<file path="src/rtl/rom_access_arbiter.sv">
// Shares one synchronous-read instruction ROM between instruction fetch (IF)
// and the load unit (LS). LS has fixed priority. A starvation counter forces
// an IF grant after MAX_WAIT consecutive denials. The ROM address is a pure
// combinational mux, and ROM data is routed to the owning port one cycle later.
module rom_access_arbiter #(
  parameter int ROM_BYTES = 1024,
  parameter int MAX_WAIT  = 4
) (
  input  logic        clk,
  input  logic        reset,
  input  logic        if_req_valid,
  input  logic [31:0] if_req_addr,
  output logic        if_req_ready,
  output logic        if_resp_valid,
  output logic [31:0] if_resp_data,
  output logic        if_resp_err,
  input  logic        ls_req_valid,
  input  logic [31:0] ls_req_addr,
  output logic        ls_req_ready,
  output logic        ls_resp_valid,
  output logic [31:0] ls_resp_data,
  output logic        ls_resp_err,
  output logic [31:0] rom_address,
  input  logic [31:0] rom_data
);

  localparam int CW = $clog2(MAX_WAIT + 1);
  localparam logic [CW-1:0] WAIT_SAT = CW'(MAX_WAIT);

  typedef enum logic [1:0] {
    OWN_NONE,
    OWN_IF,
    OWN_LS
  } owner_t;

  owner_t          resp_owner;
  logic            err_q;
  logic [CW-1:0]   wait_cnt;

  logic            grant_ls;
  logic            grant_if;
  logic [31:0]     grant_addr;
  logic            grant_err;

  // LS wins unless IF has waited MAX_WAIT cycles and is still asking.
  always_comb begin
    grant_ls   = ls_req_valid && ((wait_cnt != WAIT_SAT) || !if_req_valid);
    grant_if   = if_req_valid && !grant_ls;
    grant_addr = 32'h0;
    if (grant_ls) begin
      grant_addr = ls_req_addr;
    end else if (grant_if) begin
      grant_addr = if_req_addr;
    end
    grant_err  = (grant_addr[1:0] != 2'b00) || (grant_addr >= 32'(ROM_BYTES));
  end

  assign ls_req_ready = grant_ls;
  assign if_req_ready = grant_if;
  assign rom_address  = grant_addr;

  // Record who owns the next ROM data word, its error flag, and IF's wait count.
  always_ff @(posedge clk or posedge reset) begin
    if (reset) begin
      resp_owner <= OWN_NONE;
      err_q      <= 1'b0;
      wait_cnt   <= '0;
    end else begin
      if (grant_ls) begin
        resp_owner <= OWN_LS;
      end else if (grant_if) begin
        resp_owner <= OWN_IF;
      end else begin
        resp_owner <= OWN_NONE;
      end
      err_q <= grant_err;
      if (if_req_valid && !grant_if) begin
        if (wait_cnt != WAIT_SAT) begin
          wait_cnt <= wait_cnt + 1'b1;
        end
      end else begin
        wait_cnt <= '0;
      end
    end
  end

  // Steer the ROM output to the owner; errored slots return zero data.
  always_comb begin
    if_resp_valid = 1'b0;
    if_resp_data  = 32'h0;
    if_resp_err   = 1'b0;
    ls_resp_valid = 1'b0;
    ls_resp_data  = 32'h0;
    ls_resp_err   = 1'b0;
    case (resp_owner)
      OWN_IF: begin
        if_resp_valid = 1'b1;
        if_resp_data  = err_q ? 32'h0 : rom_data;
        if_resp_err   = err_q;
      end
      OWN_LS: begin
        ls_resp_valid = 1'b1;
        ls_resp_data  = err_q ? 32'h0 : rom_data;
        ls_resp_err   = err_q;
      end
      default: begin
      end
    endcase
  end

endmodule
</file>
<file path="config.mk">
export PLATFORM = sky130hd
export DESIGN_NAME = rom_access_arbiter
export DESIGN_NICKNAME = d
export VERILOG_FILES = /design/src/rtl/rom_access_arbiter.sv
export SDC_FILE = /design/constraint.sdc
export NUM_CORES = 1
export LEC_CHECK = 0
export CAP_MARGIN = 0
export CORE_UTILIZATION = 20
export CTS_BUF_LIST = sky130_fd_sc_hd__clkbuf_4 sky130_fd_sc_hd__clkbuf_8 sky130_fd_sc_hd__clkbuf_16
export DETAILED_ROUTE_END_ITERATION = 10
export GPL_ROUTABILITY_DRIVEN = 0
export GPL_TIMING_DRIVEN = 1
export HOLD_SLACK_MARGIN = 0.06
export PLACE_DENSITY = 0.82
export SLEW_MARGIN = 10
export SYNTH_ARGS = -nofsm -noshare
export SYNTH_HDL_FRONTEND = slang
export SYNTH_SLANG_ARGS = --single-unit
</file>
<file path="constraint.sdc">
create_clock -name clk -period 1.6 [get_ports clk]
set_input_delay 0.32 -clock clk [delete_from_list [all_inputs] [get_ports clk]]
set_output_delay 0.32 -clock clk [all_outputs]
set_load 0.03 [all_outputs]
</file>
==> flow_metrics.env <==
export IMPL_status="complete, but fails checks"
export IMPL_violations="negative setup slack"
export IMPL_antennaDiodeCount=0
export IMPL_ys_types=27
export IMPL_ctsLongestPathBuffers=2
export IMPL_port_buffers=201
export IMPL_hold_class="input pin to async pin"
export IMPL_fin_crit_ns=1.99
export IMPL_drtIter0Drc=51
export IMPL_fp_dieH_um=80.1
export IMPL_cts_root_buffer="clkbuf_8"
export IMPL_design_area_um2=4020
export IMPL_yosysSeqAreaShare_pct=12.3
export IMPL_ff_latch_area_um2=150
export IMPL_fmax_mhz=503
export IMPL_cts_hold_buf=0
export IMPL_dieArea_um2=6420
export IMPL_viasPerCell=4.72
export IMPL_grt_pass1_wl_mm=10.4
export IMPL_fp_coreArea_um2=5890
export IMPL_die_w_um=80.1
export IMPL_synth_cells=209
export IMPL_syn_to_final_growth_pct=229
export IMPL_cts_sinks=6
export IMPL_irDropWorstVdd_mv=0.288
export IMPL_yosys_warnings=0
export IMPL_finalHoldViolations=0
export IMPL_layout_drive_gt1_share_pct=46.6
export IMPL_clk_latency_ns=0.22
export IMPL_period_share_pct=124
export IMPL_power_mw=1.58
export IMPL_max_slew_margin_rel_pct=68.6
export IMPL_start_kind="flip-flop"
export IMPL_finClkSkew_ns=0.00368
export IMPL_grt_pass1_vias=2284
export IMPL_final_util_pct=68.2
export IMPL_dpl_cell_area_um2=3470
export IMPL_drc=0
export IMPL_synthArstFlopShare_pct=100
export IMPL_initial_core_util_pct=20.7
export IMPL_fill_cells=442
export IMPL_power_density_nw_per_um2=393
export IMPL_clkTransAtPathRegs_ns=0.04
export IMPL_num_rows=28
export IMPL_synthTopCellsByArea="nor2_1 (21%), nand2_1 (15%), dfrtp_1 (12%), a22o_1 (11%), a22o_2 (7.4%)"
export IMPL_synth_commonest_cells="nor2_1 (67), nand2_1 (50), a22o_1 (15)"
export IMPL_htreeDepth=1
export IMPL_cp_data_required_time_ns=1.28
export IMPL_maxCapViolCount=0
export IMPL_vias=2414
export IMPL_crit_fanout=7
export IMPL_syn_avg_cell_area_um2=5.84
export IMPL_maxSlewViolCount=0
export IMPL_gr_total_overflow=0
export IMPL_wirelength_mm=7.80
export IMPL_first_pass_iters=4
export IMPL_synthFlopType="dfrtp_1"
export IMPL_cts_tree="built"
export IMPL_layout_nets=540
export IMPL_setup_violations_final=35
export IMPL_numCtsBuffers=3
export IMPL_final_setup_worst_slack_ns=-0.386
export IMPL_synthesis_area_um2=1220
export IMPL_synth_nets=311
export IMPL_grt_util_all_layers_pct=20.8
export IMPL_grt_antenna_before_repair=0
export IMPL_wl_per_cell_um=15.3
export IMPL_ys_ff_latch=6
export IMPL_end_kind="primary output"
export IMPL_ios=202
export IMPL_worst_pin_slew_ns=0.467
export IMPL_leakage_nw=1.84
export IMPL_synth_top_cell_by_area="nor2_1"
export IMPL_crit_arrival_ns=1.67
export IMPL_grt_max_degree=35
export IMPL_ant_nets=0
export IMPL_yosysMostFrequentCell="nor2_1"
export IMPL_grt_setup_unrepaired="true"
export IMPL_multiInputGateArea_um2=1260
export IMPL_synth_edf_count=0
export IMPL_critPathKind="flip-flop to primary output"
export IMPL_synth_top_area_share_pct=20.6
export IMPL_hpwl_mm=5.50
## routing by layer
metal	global-route usage [%]	vias up	part of all wire [%]
met3	4.66	16	9.2
li1	-	1160	-
met1	19.4	1088	33
met2	43.0	150	55
met5	0	-	0
met4	7.86	0	2.5
## layout by cell type (no fill, tap or decap), drive strengths merged
cell	synthesis	final
a21boi	2	2
a22o	24	24
a31oi	1	1
and3	1	1
buf	10	141
clkbuf	8	5
clkdlybuf4s50	0	97
clkinv	1	1
dfrtp	6	6
dlygate4sd2	0	2
ha	2	2
inv	6	6
nand2	52	52
nand2b	2	2
nand3b	1	1
nand4	2	2
nor2	68	68
nor3	2	2
nor4	10	10
o21ai	10	10
xnor2	1	1
## state kept, by name, indices dropped and copies added (netlist names)
| name | flops |
|---|---|
| err_q | 1 |
| wait_cnt | 3 |
| resp_owner | 2 |
## area by class of cell
class	count	share of cell area, %
sequential	6	3.74
clock buffer	3	1.03
multi-input combinational	178	31.5
tap	75	2.34
timing repair buffer	242	60.8
inverter	7	0.654
## worst paths after layout
kind / from / to / slack [ns] / depth (start not counted)
hold / removal: reset / wait_cnt[1]$_DFFE_PP0P_ / 0.31 / 2
setup / recovery: wait_cnt[0]$_DFFE_PP0P_ / rom_address[29] / -0.39 / 7
hold reg to reg: wait_cnt[0]$_DFFE_PP0P_ / wait_cnt[0]$_DFFE_PP0P_ / 0.54 / 2
max in group asynchronous: reset / wait_cnt[2]$_DFFE_PP0P_ / 1.11 / 2
min in group clk: wait_cnt[0]$_DFFE_PP0P_ / wait_cnt[0]$_DFFE_PP0P_ / 0.54 / 2
setup reg to reg: wait_cnt[0]$_DFFE_PP0P_ / err_q$_DFF_PP0_ / -0.06 / 8
## metrics by stage
stage | hold WS [ns] | setup WS [ns] | cells | TNS [ns]
2_1_floorplan | 0.111 | -0.0130 | 209 | -0.0921
3_3_place_gp | 0.528 | -0.466 | 497 | -13.99
3_5_place_dp | 0.540 | -0.515 | 497 | -15.53
4_1_cts | 0.316 | -0.369 | 506 | -11.64
5_1_grt | 0.350 | -0.408 | 511 | -12.78
6_report | 0.306 | -0.386 | 511 | -11.65
## power breakdown
| group | switching (mW) | internal [mW] |
|---|---|---|
| registers | 0.00526 | 0.160 |
| logic | 0.550 | 0.637 |
| clock network | 0.0649 | 0.162 |
| total | 0.620 | 0.959 |
## timing repair
action,4_1_cts,5_1_grt
resized for setup,42,38
gates cloned,3,2
endpoints found under the setup margin,35,70
buffers inserted,5,4
pin swaps,6,19
## worst max-delay path, cell delays in order, from the launching register on
cell       delay [ns]
dfrtp_1          0.38
inv_2            0.07
ha_4             0.16
a31oi_4          0.10
buf_12           0.17
clkbuf_16        0.16
a22o_4           0.26
buf_6            0.13
## cells by family (layout without fill, tap and decap cells)
group | count (synthesis) | in the layout | synth area share [%]
buffers and inverters | 25 | 252 | 11.8
adder cells (fa/ha/maj) | 2 | 2 | 2.05
flip-flops | 6 | 6 | 12.3
AO/OA/AOI/OAI | 37 | 37 | 26.5
XOR/XNOR | 1 | 1 | 0.718
AND/OR/NAND/NOR | 138 | 138 | 46.7
(Power assumes the default switching activity.)
